$ cat src/rtl/em_pkg.sv
// Shared types and constants for the E->M pipeline register stage.
package em_pkg;

    // Condition-qualified control bits carried from E to M.
    typedef struct packed {
        logic pcsrc;
        logic regwrite;
        logic memtoreg;
        logic memwrite;
    } em_ctrl_t;

    localparam int unsigned PERF_CNT_W = 16;
    localparam int unsigned CTRL_W     = $bits(em_ctrl_t);

    // Force control bits to zero when the bundle they belong to is not valid.
    function automatic em_ctrl_t gate_ctrl(input em_ctrl_t ctrl, input logic valid);
        return valid ? ctrl : '0;
    endfunction

endpackage

$ cat src/rtl/em_skid_buffer.sv
// Two-entry (main + skid) register slice with a registered ready.
// Main drives the output; skid catches one bundle while main is stalled.
module em_skid_buffer #(
    parameter int unsigned W = 8
) (
    input  logic         clk,
    input  logic         rst,
    input  logic         flush,
    input  logic         in_valid,
    output logic         in_ready,
    input  logic [W-1:0] in_data,
    output logic         out_valid,
    input  logic         out_ready,
    output logic [W-1:0] out_data
);

    logic         main_valid_q, main_valid_d;
    logic         skid_valid_q, skid_valid_d;
    logic [W-1:0] main_data_q, main_data_d;
    logic [W-1:0] skid_data_q, skid_data_d;
    logic         accept;
    logic         consume;

    // Next-state for both entries; flush wins over accept and consume.
    always_comb begin
        main_valid_d = main_valid_q;
        main_data_d  = main_data_q;
        skid_valid_d = skid_valid_q;
        skid_data_d  = skid_data_q;
        accept       = in_valid && !skid_valid_q && !flush;
        consume      = main_valid_q && out_ready;

        if (flush) begin
            main_valid_d = 1'b0;
            skid_valid_d = 1'b0;
        end else if (consume || !main_valid_q) begin
            // Main frees up: skid has priority to keep order; accept cannot
            // happen while skid is occupied because ready is low then.
            if (skid_valid_q) begin
                main_valid_d = 1'b1;
                main_data_d  = skid_data_q;
                skid_valid_d = 1'b0;
            end else if (accept) begin
                main_valid_d = 1'b1;
                main_data_d  = in_data;
            end else begin
                main_valid_d = 1'b0;
            end
        end else if (accept) begin
            skid_valid_d = 1'b1;
            skid_data_d  = in_data;
        end
    end

    // State registers with synchronous reset; data cleared so outputs read 0.
    always_ff @(posedge clk) begin
        if (rst) begin
            main_valid_q <= 1'b0;
            skid_valid_q <= 1'b0;
            main_data_q  <= '0;
            skid_data_q  <= '0;
        end else begin
            main_valid_q <= main_valid_d;
            skid_valid_q <= skid_valid_d;
            main_data_q  <= main_data_d;
            skid_data_q  <= skid_data_d;
        end
    end

    assign in_ready  = !skid_valid_q;
    assign out_valid = main_valid_q;
    assign out_data  = main_data_q;

endmodule

$ cat src/rtl/pipe_stage_em.sv
// E->M pipeline stage: packs the E bundle, buffers it in a skid slice and
// unpacks it on the M side with controls gated by out_valid.
// Optional feature: define EM_PERF_COUNT_EN to add stall/flush counters.
module pipe_stage_em
    import em_pkg::*;
#(
    parameter int unsigned N     = 24,
    parameter int unsigned LANES = 1,
    parameter int unsigned RA_W  = 4
) (
    input  logic                  clk,
    input  logic                  rst,
    input  logic                  flush,
    input  logic                  in_valid,
    output logic                  in_ready,
    input  logic                  pcsrc_e,
    input  logic                  regwrite_e,
    input  logic                  memtoreg_e,
    input  logic                  memwrite_e,
    input  logic [LANES*N-1:0]    alu_result_e,
    input  logic [LANES*N-1:0]    write_data_e,
    input  logic [RA_W-1:0]       wa3_e,
    output logic                  out_valid,
    input  logic                  out_ready,
    output logic                  pcsrc_m,
    output logic                  regwrite_m,
    output logic                  memtoreg_m,
    output logic                  memwrite_m,
    output logic [LANES*N-1:0]    alu_result_m,
    output logic [LANES*N-1:0]    write_data_m,
    output logic [RA_W-1:0]       wa3_m
`ifdef EM_PERF_COUNT_EN
    ,
    output logic [PERF_CNT_W-1:0] stall_cnt,
    output logic [PERF_CNT_W-1:0] flush_cnt
`endif
);

    localparam int unsigned DW = LANES * N;
    localparam int unsigned BW = CTRL_W + 2 * DW + RA_W;

    em_ctrl_t        ctrl_e;
    em_ctrl_t        ctrl_raw_m;
    em_ctrl_t        ctrl_m;
    logic [BW-1:0]   bundle_in;
    logic [BW-1:0]   bundle_out;

    // Pack the E-side bundle; all lanes travel together in one entry.
    always_comb begin
        ctrl_e.pcsrc    = pcsrc_e;
        ctrl_e.regwrite = regwrite_e;
        ctrl_e.memtoreg = memtoreg_e;
        ctrl_e.memwrite = memwrite_e;
        bundle_in       = {ctrl_e, alu_result_e, write_data_e, wa3_e};
    end

    em_skid_buffer #(
        .W (BW)
    ) u_skid (
        .clk       (clk),
        .rst       (rst),
        .flush     (flush),
        .in_valid  (in_valid),
        .in_ready  (in_ready),
        .in_data   (bundle_in),
        .out_valid (out_valid),
        .out_ready (out_ready),
        .out_data  (bundle_out)
    );

    // Unpack the M-side bundle and gate controls so an empty stage is a bubble.
    always_comb begin
        {ctrl_raw_m, alu_result_m, write_data_m, wa3_m} = bundle_out;
        ctrl_m     = gate_ctrl(ctrl_raw_m, out_valid);
        pcsrc_m    = ctrl_m.pcsrc;
        regwrite_m = ctrl_m.regwrite;
        memtoreg_m = ctrl_m.memtoreg;
        memwrite_m = ctrl_m.memwrite;
    end

`ifdef EM_PERF_COUNT_EN
    logic [PERF_CNT_W-1:0] stall_cnt_q, stall_cnt_d;
    logic [PERF_CNT_W-1:0] flush_cnt_q, flush_cnt_d;
    logic                  has_content;

    // Saturating counter updates; !in_ready means the skid entry is occupied.
    always_comb begin
        has_content = out_valid || !in_ready || (in_valid && in_ready);
        stall_cnt_d = stall_cnt_q;
        flush_cnt_d = flush_cnt_q;
        if (out_valid && !out_ready && (stall_cnt_q != '1)) begin
            stall_cnt_d = stall_cnt_q + PERF_CNT_W'(1);
        end
        if (flush && has_content && (flush_cnt_q != '1)) begin
            flush_cnt_d = flush_cnt_q + PERF_CNT_W'(1);
        end
    end

    // Counter registers, cleared by reset.
    always_ff @(posedge clk) begin
        if (rst) begin
            stall_cnt_q <= '0;
            flush_cnt_q <= '0;
        end else begin
            stall_cnt_q <= stall_cnt_d;
            flush_cnt_q <= flush_cnt_d;
        end
    end

    assign stall_cnt = stall_cnt_q;
    assign flush_cnt = flush_cnt_q;
`endif

endmodule

$ cat config.mk
export PLATFORM = sky130hd
export DESIGN_NAME = pipe_stage_em
export DESIGN_NICKNAME = d
export VERILOG_FILES = /design/src/rtl/em_pkg.sv /design/src/rtl/em_skid_buffer.sv /design/src/rtl/pipe_stage_em.sv
export SDC_FILE = /design/constraint.sdc
export NUM_CORES = 1
export LEC_CHECK = 0
export ABC_CLOCK_PERIOD_IN_PS = 1520
export BUFFER_PORTS_ARGS = -buffer_cell sky130_fd_sc_hd__buf_4
export CAP_MARGIN = 20
export CORE_AREA = 5 5 153 97
export CTS_CLUSTER_SIZE = 30
export DETAILED_ROUTE_END_ITERATION = 12
export DIE_AREA = 0 0 158 102
export PLACE_DENSITY = 0.65
export SYNTH_ARGS = -nofsm -noshare
export SYNTH_HDL_FRONTEND = slang
export SYNTH_SLANG_ARGS = --single-unit
$ cat constraint.sdc
create_clock -name clk -period 1.52 [get_ports clk]
set_input_delay 0.304 -clock clk [delete_from_list [all_inputs] [get_ports clk]]
set_output_delay 0.304 -clock clk [all_outputs]
set_load 0.05 [all_outputs]
==> impl_metrics.yaml <==
flow_run:
  max_cap_violations: 0
cts:
  clock_sinks: 114
  cts_root_buffer: "clkbuf_16"
  clkTransAtPathRegs_ps: 50
  postCtsHoldBufs: 0
  post_cts_buffers: 0
  cts_tree: "done"
  htreeDepth: 4
  clock_path_buffers: 2
  insertion_delay_ps: 400
  numCtsBuffers: 17
global_route:
  grt_usage_pct: 16.5
  grt_pass1_wl_mm: 21.1
  overflow: 0
  antenna_found_initial: 0
  grt_max_degree: 68
  first_global_vias: 4078
critical_path:
  worstSetupEndpointType: "flip-flop"
  r2r_end: "u_skid.out_data[10]"
  cp_data_arrival_time_ps: 1730
  critPathLaunch: "u_skid.skid_valid_q"
  r2r_setup_slack_ps: 90
  cpMaxStageDelayCell: "dfxtp_4"
  path_class: "reg2reg"
  path_max_fanout: 18
  ff2ff_path_depth: 4
  required_ps: 1820
  r2r-start: "u_skid.skid_valid_q"
  crit_chain: "o21ba_2 -> and2_2 -> buf_12 -> a211oi_1"
  cp.depth: 4
  crit_buf_inv: 1
  crit_path_max_incr_delay_ps: 370
  cp-start-kind: "flip-flop"
  crit_family: "compound AO/OA/AOI/OAI gates"
  worstSetupEndpoint: "u_skid.out_data[10]"
synthesis:
  synth_top_family_by_area: "multiplexers"
  synth_compound_area_share_pct: 15.7
  synth_seq_cells: 114
  syn_area_sq_um: 5830
  syn_nets: 626
  synth_mux_area_share_pct: 19.2
  synth_area_leaders: "dfxtp_1 (39%), mux2i_1 (19%), nand2b_1 (12%), a211oi_2 (8.6%), buf_4 (6.9%)"
  ys_seq_area_share_pct: 39.1
  synthSimpleGateAreaFrac_pct: 13.2
  synth_cell_type_count: 18
  synth.largest_area_cell: "dfxtp_1"
  yosysTopAreaCellShare_pct: 39.1
  synth.avg_cell_area_sq_um: 10.3
  synth_adder_area_share_pct: 0
  yosysWarnings: 0
  yosys.area_share.xor_xnor_pct: 0
  syn_inst: 565
drt:
  dr.pass1.iters: 4
  routed_wl_mm: 13.1
  dr_wl_met3_microns: 603
  ant_nets: 0
  wl_met1_mm: 6.44
  via_count: 4061
  wl_met2_mm: 6.05
  top_layer: "met4"
  wl_per_cell_microns: 16.3
  post-route-drc-count: 0
  drt_iter0_markers: 174
  viasPerCell: 5.04
sta:
  skew_ps: 9.22
  timing.fmax_mhz: 701
  final.setup.tns_ps: 0
  hold_viol_final: 0
  setup_viol: 0
  slew_headroom_pct: 72.2
  drv_slew: 0
  worstMarginPinSlew_ps: 417
  fin_crit_ps: 1430
  rsz0062_at_grt: "no"
  post-route-period-util_pct: 93.9
place:
  place.gp.congestion: 0.783
  hpwl_mm: 8.92
  port_buffers: 118
  placed_cells: 773
floorplanning:
  ios: 119
  initial_core_util_pct: 44.0
  die_height_microns: 102
  fp-row-count: 33
  core_area_sq_um: 13300
  die_area_sq_um: 16100
  die_x_microns: 158
finish:
  final_cell_count_no_fill: 805
  num_antenna_cells: 0
  multi_input_area_sq_um: 2820
  final_cell_mix: "buf_4 (125), nand2b_1 (112), mux2i_1 (112), dfxtp_1 (112), a21oi_1 (56)"
  fin_nets: 678
  seq_area_sq_um: 2290
  area_growth_syn_to_layout_pct: 21.6
  layout_commonest_cell: "buf_4"
  drive_gt1_share_pct: 34.0
  fillCellCount: 1170
power_and_ir_drop:
  vdd_ir_drop_max_v: 0.000687
  leakagePower_nw: 2.55
  p_per_area_nw_per_um2: 1200
min_path:
  min_path_type: "in2reg"
run_status:
  outcome: "completed"
## metal layers
layer	GRT usage, %	up-vias
met3	4.78	2
met5	0	-
met2	26.2	87
met4	3.93	0
li1	-	2023
met1	22.6	1949
## power breakdown
group | total [mW] | switching (mW) | internal [mW]
clock | 4.10 | 1.36 | 2.74
sequential | 3.18 | 0.0695 | 3.11
combinational | 1.22 | 0.738 | 0.481
## stage by stage
| stage | hold WS (ps) | total power, mW | util [%] | setup WS (ps) | instance area, sq um |
|---|---|---|---|---|---|
| after floorplan | 373 | 4.17 | - | 42.4 | 5840 |
| after CTS | 81.3 | 8.59 | 53.5 | 84.6 | 7090 |
| final | 104 | 8.50 | 53.5 | 93.4 | 7090 |
| after detailed placement | 461 | 4.46 | 48.8 | -38.6 | 6470 |
| after global routing | 82.3 | 8.83 | 53.5 | 18.4 | 7090 |
| after global placement | 458 | 4.44 | 48.8 | 1.92 | 6470 |
## repair_timing
item                                    4_1_cts  5_1_grt
gates resized for setup                       0        1
hold endpoints to repair                      0        0
endpoints found under the setup margin        0        1
## logic make-up (layout without fill, tap and decap cells)
family,Yosys count,after routing
AND/OR/NAND/NOR,121,121
AO/OA/AOI/OAI,114,114
flip-flops,114,114
multiplexers,112,112
buffers and inverters,104,169
## worst reg2reg max path, cell delays in order (launching register included)
cell	delay, ps
dfxtp_4	370
o21ba_2	260
and2_2	280
buf_12	180
a211oi_1	240
## how the worst min path moves through the flow
stage,slack [ps],depth (start not counted),endpoint,startpoint
3_3_place_gp,460,2,u_skid.skid_data_q[37],u_skid.skid_data_q[37]
3_5_place_dp,460,2,u_skid.skid_data_q[40],u_skid.skid_data_q[40]
6_report,100,2,u_skid.out_valid,flush
5_1_grt,80,2,u_skid.skid_valid_q,flush
2_1_floorplan,370,1,u_skid.out_valid,flush
4_1_cts,80,2,u_skid.out_valid,flush
## registers in the layout, indices dropped and copies added (netlist names)
signal               flops
u_skid.out_data         56
u_skid.skid_data_q      56
u_skid.skid_valid_q      1
u_skid.out_valid         1
## cells in the mapped netlist
cell type / instances
buf_2: 17
nor4b_4: 1
a211oi_2: 40
clkbuf_1: 19
inv_2: 1
a211oi_1: 17
nor4_1: 1
mux2i_1: 112
dfxtp_1: 114
and2_1: 5
nand2b_1: 113
o21ba_2: 1
buf_1: 1
a21oi_1: 56
buf_6: 8
buf_12: 4
nor2_1: 1
buf_4: 54
## layout make-up
| class | instances | share of cell area, % |
|---|---|---|
| clock buffers | 22 | 6.83 |
| clock inverters | 10 | 1.83 |
| inverters | 1 | 0.0529 |
| multi-input cells | 347 | 39.7 |
| flip-flops and latches | 114 | 32.3 |
| well taps | 175 | 3.09 |
| repair buffers | 136 | 16.2 |
Note: power is estimated with default switching activity, not from simulation.
